**src/rtl/ps2_packet_tx_if.sv**
```systemverilog
// Handshake bundle between a movement-report source, the PS/2 packet
// transmitter and its byte sink; master drives reports, slave is the transmitter.
interface ps2_packet_tx_if;
    logic       load_valid;
    logic       load_ready;
    logic [9:0] dx;
    logic [9:0] dy;
    logic [2:0] btn;
    logic [7:0] out_byte;
    logic       out_valid;
    logic       out_ready;
    logic       done;

    modport master (
        output load_valid, dx, dy, btn, out_ready,
        input  load_ready, out_byte, out_valid, done
    );

    modport slave (
        input  load_valid, dx, dy, btn, out_ready,
        output load_ready, out_byte, out_valid, done
    );
endinterface

```
**src/rtl/ps2_packet_tx.sv**
```systemverilog
// Serialises a movement report into a 3-byte PS/2 mouse packet with clamping.
// Optional macro PS2_TX_ACCUM_EN: accumulate reports arriving while busy.
module ps2_packet_tx #(
    parameter int unsigned GAP = 0
) (
    input  logic           clk,
    input  logic           resetn,
    ps2_packet_tx_if.slave bus
);
    typedef enum logic [1:0] {IDLE, BYTE1, BYTE2, BYTE3} state_e;

    localparam logic [3:0] GAP_L = 4'(GAP);

    // Clamp to -256..255 and return {ovf, sign, byte}.
    function automatic logic [9:0] clamp_axis(input logic signed [11:0] v);
        logic [9:0] r;
        if (v > 12'sd255) begin
            r = {1'b1, 1'b0, 8'hFF};
        end else if (v < -12'sd256) begin
            r = {1'b1, 1'b1, 8'h00};
        end else begin
            r = {1'b0, v[11], v[7:0]};
        end
        return r;
    endfunction

    state_e     state_q, state_d;
    logic [7:0] pkt1_q, pkt1_d, pkt2_q, pkt2_d, pkt3_q, pkt3_d;
    logic [3:0] gap_q, gap_d;
    logic       done_q, done_d;
    logic       out_valid_q, out_valid_d;
    logic [7:0] out_byte_q, out_byte_d;
    logic       ready_q, ready_d;
    logic       transfer_s, start_s;
    logic [11:0] src_x_s, src_y_s;
    logic [2:0] src_btn_s;
    logic [9:0] clamp_x_s, clamp_y_s;

    assign bus.load_ready = resetn & ready_q;
    assign bus.out_valid  = out_valid_q;
    assign bus.out_byte   = out_byte_q;
    assign bus.done       = done_q;
    assign transfer_s     = out_valid_q & bus.out_ready;
    assign clamp_x_s      = clamp_axis(src_x_s);
    assign clamp_y_s      = clamp_axis(src_y_s);

`ifdef PS2_TX_ACCUM_EN
    function automatic logic [11:0] sat_add(input logic [11:0] a, input logic [11:0] b);
        logic [12:0] s;
        logic [11:0] r;
        s = {a[11], a} + {b[11], b};
        case (s[12:11])
            2'b01:   r = 12'h7FF;
            2'b10:   r = 12'h800;
            default: r = s[11:0];
        endcase
        return r;
    endfunction

    logic [11:0] acc_x_q, acc_x_d, acc_y_q, acc_y_d;
    logic [2:0]  acc_btn_q, acc_btn_d;
    logic        pend_q, pend_d;
    logic        accept_s, consume_s;

    assign accept_s  = bus.load_valid & bus.load_ready;
    assign consume_s = (state_q == IDLE) && (gap_q == 4'd0) && pend_q;
    assign start_s   = consume_s;
    assign src_x_s   = acc_x_q;
    assign src_y_s   = acc_y_q;
    assign src_btn_s = acc_btn_q;

    // Pending report: sum into a live report, restart when empty or being consumed.
    always_comb begin
        acc_x_d   = acc_x_q;
        acc_y_d   = acc_y_q;
        acc_btn_d = acc_btn_q;
        pend_d    = pend_q;
        if (accept_s) begin
            pend_d    = 1'b1;
            acc_btn_d = bus.btn;
            if (pend_q && !consume_s) begin
                acc_x_d = sat_add(acc_x_q, {{2{bus.dx[9]}}, bus.dx});
                acc_y_d = sat_add(acc_y_q, {{2{bus.dy[9]}}, bus.dy});
            end else begin
                acc_x_d = {{2{bus.dx[9]}}, bus.dx};
                acc_y_d = {{2{bus.dy[9]}}, bus.dy};
            end
        end else if (consume_s) begin
            pend_d    = 1'b0;
            acc_x_d   = 12'h000;
            acc_y_d   = 12'h000;
            acc_btn_d = 3'b000;
        end else begin
            pend_d = pend_q;
        end
    end

    // Pending report registers.
    always_ff @(posedge clk) begin
        if (!resetn) begin
            acc_x_q   <= 12'h000;
            acc_y_q   <= 12'h000;
            acc_btn_q <= 3'b000;
            pend_q    <= 1'b0;
        end else begin
            acc_x_q   <= acc_x_d;
            acc_y_q   <= acc_y_d;
            acc_btn_q <= acc_btn_d;
            pend_q    <= pend_d;
        end
    end
`else
    assign start_s   = bus.load_valid & bus.load_ready;
    assign src_x_s   = {{2{bus.dx[9]}}, bus.dx};
    assign src_y_s   = {{2{bus.dy[9]}}, bus.dy};
    assign src_btn_s = bus.btn;
`endif

    // Packet FSM: next state, packet capture, gap countdown and output decode.
    always_comb begin
        state_d = state_q;
        pkt1_d  = pkt1_q;
        pkt2_d  = pkt2_q;
        pkt3_d  = pkt3_q;
        gap_d   = gap_q;
        done_d  = 1'b0;
        case (state_q)
            IDLE: begin
                if (gap_q != 4'd0) begin
                    gap_d = gap_q - 4'd1;
                end else if (start_s) begin
                    pkt1_d  = {clamp_y_s[9], clamp_x_s[9], clamp_y_s[8], clamp_x_s[8], 1'b1, src_btn_s};
                    pkt2_d  = clamp_x_s[7:0];
                    pkt3_d  = clamp_y_s[7:0];
                    state_d = BYTE1;
                end else begin
                    state_d = IDLE;
                end
            end
            BYTE1: begin
                if (transfer_s) state_d = BYTE2;
                else            state_d = BYTE1;
            end
            BYTE2: begin
                if (transfer_s) state_d = BYTE3;
                else            state_d = BYTE2;
            end
            BYTE3: begin
                if (transfer_s) begin
                    state_d = IDLE;
                    gap_d   = GAP_L;
                    done_d  = 1'b1;
                end else begin
                    state_d = BYTE3;
                end
            end
            default: state_d = IDLE;
        endcase

        out_valid_d = (state_d != IDLE);
        case (state_d)
            BYTE1:   out_byte_d = pkt1_d;
            BYTE2:   out_byte_d = pkt2_d;
            BYTE3:   out_byte_d = pkt3_d;
            default: out_byte_d = 8'h00;
        endcase
`ifdef PS2_TX_ACCUM_EN
        ready_d = 1'b1;
`else
        ready_d = (state_d == IDLE) && (gap_d == 4'd0);
`endif
    end

    // State and output registers.
    always_ff @(posedge clk) begin
        if (!resetn) begin
            state_q     <= IDLE;
            pkt1_q      <= 8'h00;
            pkt2_q      <= 8'h00;
            pkt3_q      <= 8'h00;
            gap_q       <= 4'd0;
            done_q      <= 1'b0;
            out_valid_q <= 1'b0;
            out_byte_q  <= 8'h00;
            ready_q     <= 1'b1;
        end else begin
            state_q     <= state_d;
            pkt1_q      <= pkt1_d;
            pkt2_q      <= pkt2_d;
            pkt3_q      <= pkt3_d;
            gap_q       <= gap_d;
            done_q      <= done_d;
            out_valid_q <= out_valid_d;
            out_byte_q  <= out_byte_d;
            ready_q     <= ready_d;
        end
    end
endmodule

```
**src/flat_wrapper.sv**
```systemverilog
// flat-port wrapper written by rule: the top's interface ports become plain ports
module ps2_packet_tx_flat 
#(
    parameter int unsigned GAP = 0
)
  (clk, resetn, bus_load_valid, bus_dx, bus_dy, bus_btn, bus_out_ready, bus_load_ready, bus_out_byte, bus_out_valid, bus_done);
  ps2_packet_tx_if bus_i ();
  input  logic clk;
  input  logic resetn;
  input wire logic [$bits(bus_i.load_valid)-1:0] bus_load_valid;
  input wire logic [$bits(bus_i.dx)-1:0] bus_dx;
  input wire logic [$bits(bus_i.dy)-1:0] bus_dy;
  input wire logic [$bits(bus_i.btn)-1:0] bus_btn;
  input wire logic [$bits(bus_i.out_ready)-1:0] bus_out_ready;
  output wire logic [$bits(bus_i.load_ready)-1:0] bus_load_ready;
  output wire logic [$bits(bus_i.out_byte)-1:0] bus_out_byte;
  output wire logic [$bits(bus_i.out_valid)-1:0] bus_out_valid;
  output wire logic [$bits(bus_i.done)-1:0] bus_done;
  assign bus_i.load_valid = bus_load_valid;
  assign bus_i.dx = bus_dx;
  assign bus_i.dy = bus_dy;
  assign bus_i.btn = bus_btn;
  assign bus_i.out_ready = bus_out_ready;
  assign bus_load_ready = bus_i.load_ready;
  assign bus_out_byte = bus_i.out_byte;
  assign bus_out_valid = bus_i.out_valid;
  assign bus_done = bus_i.done;
  ps2_packet_tx #(.GAP(GAP)) u_core (.clk(clk), .resetn(resetn), .bus(bus_i));
endmodule
```
**config.mk**
```make
export PLATFORM = sky130hd
export DESIGN_NAME = ps2_packet_tx_flat
export DESIGN_NICKNAME = d
export VERILOG_FILES = /design/src/rtl/ps2_packet_tx_if.sv /design/src/rtl/ps2_packet_tx.sv /design/src/flat_wrapper.sv
export SDC_FILE = /design/constraint.sdc
export NUM_CORES = 1
export LEC_CHECK = 0
export BUFFER_PORTS_ARGS = -buffer_cell sky130_fd_sc_hd__buf_2
export CAP_MARGIN = 10
export CORE_AREA = 4 4 75 84
export DETAILED_ROUTE_END_ITERATION = 7
export DIE_AREA = 0 0 79 88
export PLACE_DENSITY = 0.68
export SLEW_MARGIN = 25
export SYNTH_ARGS = -nofsm -noshare
export SYNTH_HDL_FRONTEND = slang
export SYNTH_SLANG_ARGS = --single-unit
```
**constraint.sdc**
```tcl
create_clock -name clk -period 4.2 [get_ports clk]
set_input_delay 0.84 -clock clk [delete_from_list [all_inputs] [get_ports clk]]
set_output_delay 0.84 -clock clk [all_outputs]
set_load 0.01 [all_outputs]
```
== After elaboration in Yosys (flattened, before gate mapping) ==
Index checks and enable logic that the tools add are counted.

* Register bits after elaboration: 41
* Bits of input ports: 27
* Word-level logic and storage cells: 54

* Add/subtract/negate cells: 1
* Order comparisons: 4
* Eq/ne operators: 6
* Multiplexer cells: 24
* Bitwise operators: 3
* Reduce and logical (&&, ||, !) cells: 7

{| class="wikitable"
|+ Operators by type and width
! operator !! number
|-
| 8-bit 2-to-1 mux || 9
|-
| 10-bit 2-to-1 mux || 4
|-
| 8-bit one-hot mux with 3 select lines || 1
|-
| 10-bit by 9-bit > comparator with 1-bit output (second input constant) || 2
|-
| 10-bit by 9-bit < comparator with 1-bit output (second input constant) || 2
|-
| 2-bit == test (second input constant) || 4
|-
| 4-bit 2-to-1 mux || 2
|-
| 2-bit one-hot mux with 4 select lines || 1
|-
| 4-bit one-hot mux with 2 select lines || 1
|-
| 2-bit 2-to-1 mux || 3
|-
| 2-bit by 1-bit == test with 1-bit output (second input constant) || 2
|-
| 2-bit logical NOT || 2
|-
| 4-bit logical NOT || 1
|-
| 4-bit nonzero test || 1
|-
| 4-bit by 1-bit subtractor with 4-bit output (second input constant) || 1
|-
| 1-bit bitwise AND || 3
|-
| 1-bit 2-to-1 mux || 3
|-
| 2-bit AND reduction || 1
|-
| 2-bit nonzero test || 1
|-
| 1-bit logical AND || 1
|}

== Longest topological paths before layout ==
* Word-level depth: 7
* Gate-level depth with buffers: 9
* Mapped depth without buffers: 7

== Worst setup path before layout ==
Ideal clock, no wire load.

* Kind: input -> register
* Start: input resetn
* End: register u_core.out_byte_q[3], in the netlist u_core.bus.out_byte[3]
* Setup time: 117 ps
* Data arrival time: 2026 ps
* Required time: 4083 ps
* Slack: 2057 ps
* Cell stages on the path: 6
* Cells stage by stage: and2_1 -> nand4_4 -> o221ai_2 -> buf_6 -> or3b_1 -> a32o_1

* Longest elaborated chain between the ends: 7
* Elaborated cells between the ends (all ways): 18
* Classes of those cells: 3 x eq/ne; 13 x mux; 2 x bitwise

{| class="wikitable"
|+ RTL lines
! element !! line !! source
|-
| start, declared || flat_wrapper.sv:9 || <nowiki>input logic resetn;</nowiki>
|-
| 1-bit bitwise AND || ps2_packet_tx.sv:39 || <nowiki>assign bus.load_ready = resetn & ready_q;</nowiki>
|-
| 1-bit bitwise AND || ps2_packet_tx.sv:113 || <nowiki>assign start_s = bus.load_valid & bus.load_ready;</nowiki>
|-
| 1-bit 2-to-1 mux || ps2_packet_tx.sv:131 || <nowiki>end else if (start_s) begin</nowiki>
|-
| 2-bit 2-to-1 mux || ps2_packet_tx.sv:129 || <nowiki>if (gap_q != 4'd0) begin</nowiki>
|-
| 2-bit one-hot mux with 4 select lines || ps2_packet_tx.sv:127 || <nowiki>case (state_q)</nowiki>
|-
| 2-bit == test or 2-bit by 1-bit == test with 1-bit output (tied branches) || ps2_packet_tx.sv:161 || <nowiki>case (state_d)</nowiki>
|-
| 8-bit one-hot mux with 3 select lines || ps2_packet_tx.sv:161 ||
|-
| end signal, assigned || ps2_packet_tx.sv:194 || <nowiki>out_byte_q <= out_byte_d;</nowiki>
|-
| end, declared || ps2_packet_tx.sv:32 || <nowiki>logic [7:0] out_byte_q, out_byte_d;</nowiki>
|}

Several ways; a longest one is shown, not always the timed one.
A chain may end at the register's enable or synchronous reset.

== Worst setup path in the final report ==
* Start: register u_core.gap_q[0]
* End: register u_core.out_byte_q[0], in the netlist u_core.bus.out_byte[0]

* Longest elaborated chain between the ends: 5
* Elaborated cells between the ends (all ways): 13
* Classes of those cells: 3 x eq/ne; 9 x mux; 1 x reduce/logical

{| class="wikitable"
|+ RTL lines
! element !! line !! source
|-
| start, declared || ps2_packet_tx.sv:29 || <nowiki>logic [3:0] gap_q, gap_d;</nowiki>
|-
| start signal, assigned || ps2_packet_tx.sv:191 || <nowiki>gap_q <= gap_d;</nowiki>
|-
| 4-bit nonzero test * || ps2_packet_tx.sv:129 ||
|-
| 2-bit 2-to-1 mux || ps2_packet_tx.sv:129 ||
|-
| 2-bit one-hot mux with 4 select lines || ps2_packet_tx.sv:127 ||
|-
| 2-bit == test or 2-bit by 1-bit == test with 1-bit output (tied branches) || ps2_packet_tx.sv:161 ||
|-
| 8-bit one-hot mux with 3 select lines * || ps2_packet_tx.sv:161 ||
|}

Mark *: on every way between the ends. The rest lies on a longest branch, timed or not.

==> impl_metrics.env <==
export IMPL_fillers=550
export IMPL_use_met3_pct=4.53
export IMPL_post_cts_buffers=0
export IMPL_synth_cell_types=43
export IMPL_portBuffers=37
export IMPL_drive_above_1_share_pct=20.5
export IMPL_synth_flop_cell="dfxtp_1"
export IMPL_ant_nets=0
export IMPL_hold_violations=0
export IMPL_hold_path_class="reg -> reg"
export IMPL_clockRootBuffer="clkbuf_8"
export IMPL_routedWlPerCell_um=13.4
export IMPL_timing_setup_tns_ps=0
export IMPL_cts_tree="done"
export IMPL_synth_adder_area_share_pct=3.10
export IMPL_gp_congestion=0.737
export IMPL_max_cap_violations=0
export IMPL_worstPathCellList="inv_1 > ha_1 > nor3b_4 > nand4_4 > nand2_1 > or3b_2 > a32o_1"
export IMPL_synth_simple_area_share_pct=25.9
export IMPL_use_met2_pct=22.8
export IMPL_drtIter0Drc=115
export IMPL_fin_nets=295
export IMPL_cts_buffers=5
export IMPL_max_stage_delay_ps=530
export IMPL_r2r_start="u_core.gap_q[0]"
export IMPL_multi_input_area_mm2=0.00110
export IMPL_arrival_ps=2780
export IMPL_avgSynthCellArea_um2=8.75
export IMPL_use_met1_pct=16.6
export IMPL_clk_pin_slew_ps=90
export IMPL_die_height_um=88
export IMPL_gr_total_overflow=0
export IMPL_drv_slew=0
export IMPL_rows=28
export IMPL_yosys_area_share_xor_xnor_pct=0.433
export IMPL_status="completed"
export IMPL_syn_cell_area_mm2=0.00202
export IMPL_dieArea_mm2=0.00695
export IMPL_fp_dieW_um=79
export IMPL_synth_cells=231
export IMPL_skew_ps=12.4
export IMPL_firstDrtPassIters=4
export IMPL_start_kind="register"
export IMPL_slowest_stage="nor3b_4"
export IMPL_viasPerCell=5.15
export IMPL_synth_seq_cells=41
export IMPL_synth_area_top_cells="dfxtp_1 41%, o21ai_0 6.2%, nand2_1 6.1%"
export IMPL_async_flop_share_pct=0
export IMPL_slew_headroom_pct=33.5
export IMPL_antenna_cells=0
export IMPL_synth_compound_area_share_pct=22.1
export IMPL_ctsHoldBuffers=0
export IMPL_coreArea_mm2=0.00540
export IMPL_fmax_mhz=387
export IMPL_power_leakage_nw=1.00
export IMPL_grt_usage_pct=13.8
export IMPL_hold_start="u_core.pkt2_q[1]"
export IMPL_start_util_pct=37.5
export IMPL_setup_viol=0
export IMPL_insertion_delay_ps=300
export IMPL_cts_resized=0
export IMPL_period_needed_ps=2590
export IMPL_yosysMostFrequentCell="dfxtp_1"
export IMPL_synth_top_family_by_area="simple AND/OR/NAND/NOR gates"
export IMPL_drc=0
export IMPL_htree_levels=2
export IMPL_synth_edf_count=0
export IMPL_endpoint_kind="register"
export IMPL_grt_pass1_wl_um=7500
export IMPL_min_period_over_period_pct=61.6
export IMPL_rsz0062_at_grt="false"
export IMPL_synth_area_leader_cell="dfxtp_1"
export IMPL_busiest_layer="met2"
export IMPL_irDropWorstVdd_mv=0.187
export IMPL_dp_hpwl_um=3330
export IMPL_clkSinkCount=41
export IMPL_grt_max_degree=29
export IMPL_p_per_area_mw_per_mm2=558
export IMPL_grt_antenna_before_repair=0
export IMPL_crit_start="u_core.gap_q[0]"
export IMPL_pin_count=38
export IMPL_synth_common_cells="41 x dfxtp_1, 33 x nand2_1, 25 x o21ai_0"
export IMPL_worstSetupPathType="reg -> reg"
export IMPL_area_delta_synth_final_pct=14.8
export IMPL_vias=1746
export IMPL_crit_path_max_fanout=28
export IMPL_cts_path_max_buffers=2
export IMPL_required_ps=4390
export IMPL_grt_pass1_vias=1677
export IMPL_seq_area_um2=821
export IMPL_ys_warn_count=0
export IMPL_syn_nets=263
export IMPL_synth_mux_area_share_pct=2.97
export IMPL_hold_slack_ps=469
export IMPL_worst_pin_slew_ps=987
export IMPL_ys_seq_area_share_pct=40.6
export IMPL_netlist_area_leader_share_pct=40.6
export IMPL_totalWireLength_um=4530
-- layout make-up --
class	count	area share, %
Clock buffer	6	3.56
Clock inverter	2	0.593
Timing Repair Buffer	37	7.98
Inverter	6	0.971
Multi-Input combinational cell	172	47.5
Tap cell	75	4.05
Sequential cell	41	35.4
-- registers in the layout, summed over array words and instances (netlist names) --
| register | count |
|---|---|
| u_core.bus.done | 1 |
| u_core.bus.out_byte | 8 |
| u_core.bus.out_valid | 1 |
| u_core.gap_q | 4 |
| u_core.pkt1_q | 8 |
| u_core.pkt2_q | 8 |
| u_core.pkt3_q | 8 |
| u_core.ready_q | 1 |
| u_core.state_q | 2 |
-- worst max-delay path: cells and delay by family (launching register included) --
family	cells	cell delay, ps
compound gates	1	250
fa+ha+maj	1	200
buf+inv	1	70
flops	1	360
simple gates	4	1610
-- worst paths after layout --
kind                            end  slack (ps)  cells after the start
max          u_core.bus.out_byte[0]        1610                      7
min                u_core.pkt2_q[1]         470                      2
max reg2reg  u_core.bus.out_byte[0]        1610                      7
min reg2reg        u_core.pkt2_q[1]         470                      2
-- cell usage in the layout (no fill, tap or decap), drive strengths merged, types with 3 or more instances in the layout --
cell	synthesis	routed
ha	5	5
dfxtp	41	41
o21ai	26	26
a32o	7	7
clkbuf	6	6
nor3	4	4
nor2	17	17
and3	3	3
buf	6	37
nand2	33	33
inv	6	6
a21oi	10	10
or3b	7	7
o211ai	9	9
and2	17	17
mux2i	6	6
nor2b	4	4
-- report_power, final --
part / switching, W / internal, W / total [W]
Combinational: 0.000312 / 0.000219 / 0.000530
Clock: 0.000141 / 0.000133 / 0.000274
Sequential: 0.0000376 / 0.000453 / 0.000490
-- cell families (layout without fill, tap and decap cells) --
logic type / Yosys count / count (layout)
AND/OR/NAND/NOR: 95 / 95
AO/OA/AOI/OAI: 65 / 65
flip-flops: 41 / 41
buffers and inverters: 18 / 51
multiplexers: 6 / 6
adder cells (fa/ha/maj): 5 / 5
XOR/XNOR: 1 / 1
-- through the flow --
| step | instances | power, W | worst slack, ps | cell area, um2 | util (%) |
|---|---|---|---|---|---|
| floorplan | 231 | 0.000944 | 2060 | 2020 | - |
| global placement | 331 | 0.00102 | 1500 | 2220 | 41.2 |
| detailed placement | 331 | 0.00103 | 1460 | 2220 | 41.2 |
| CTS | 339 | 0.00131 | 1600 | 2320 | 43.0 |
| global route | 339 | 0.00139 | 1410 | 2320 | 43.0 |
| finish | 339 | 0.00129 | 1610 | 2320 | 43.0 |
-- routing by layer --
| metal | share of wire (%) | wire length [um] |
|---|---|---|
| met1 | 47 | 2130 |
| met2 | 47 | 2120 |
| met3 | 4.9 | 220 |
| met4 | 1.4 | 62 |
| met5 | 0 | 0 |
Power figures use the tool's default switching activity.
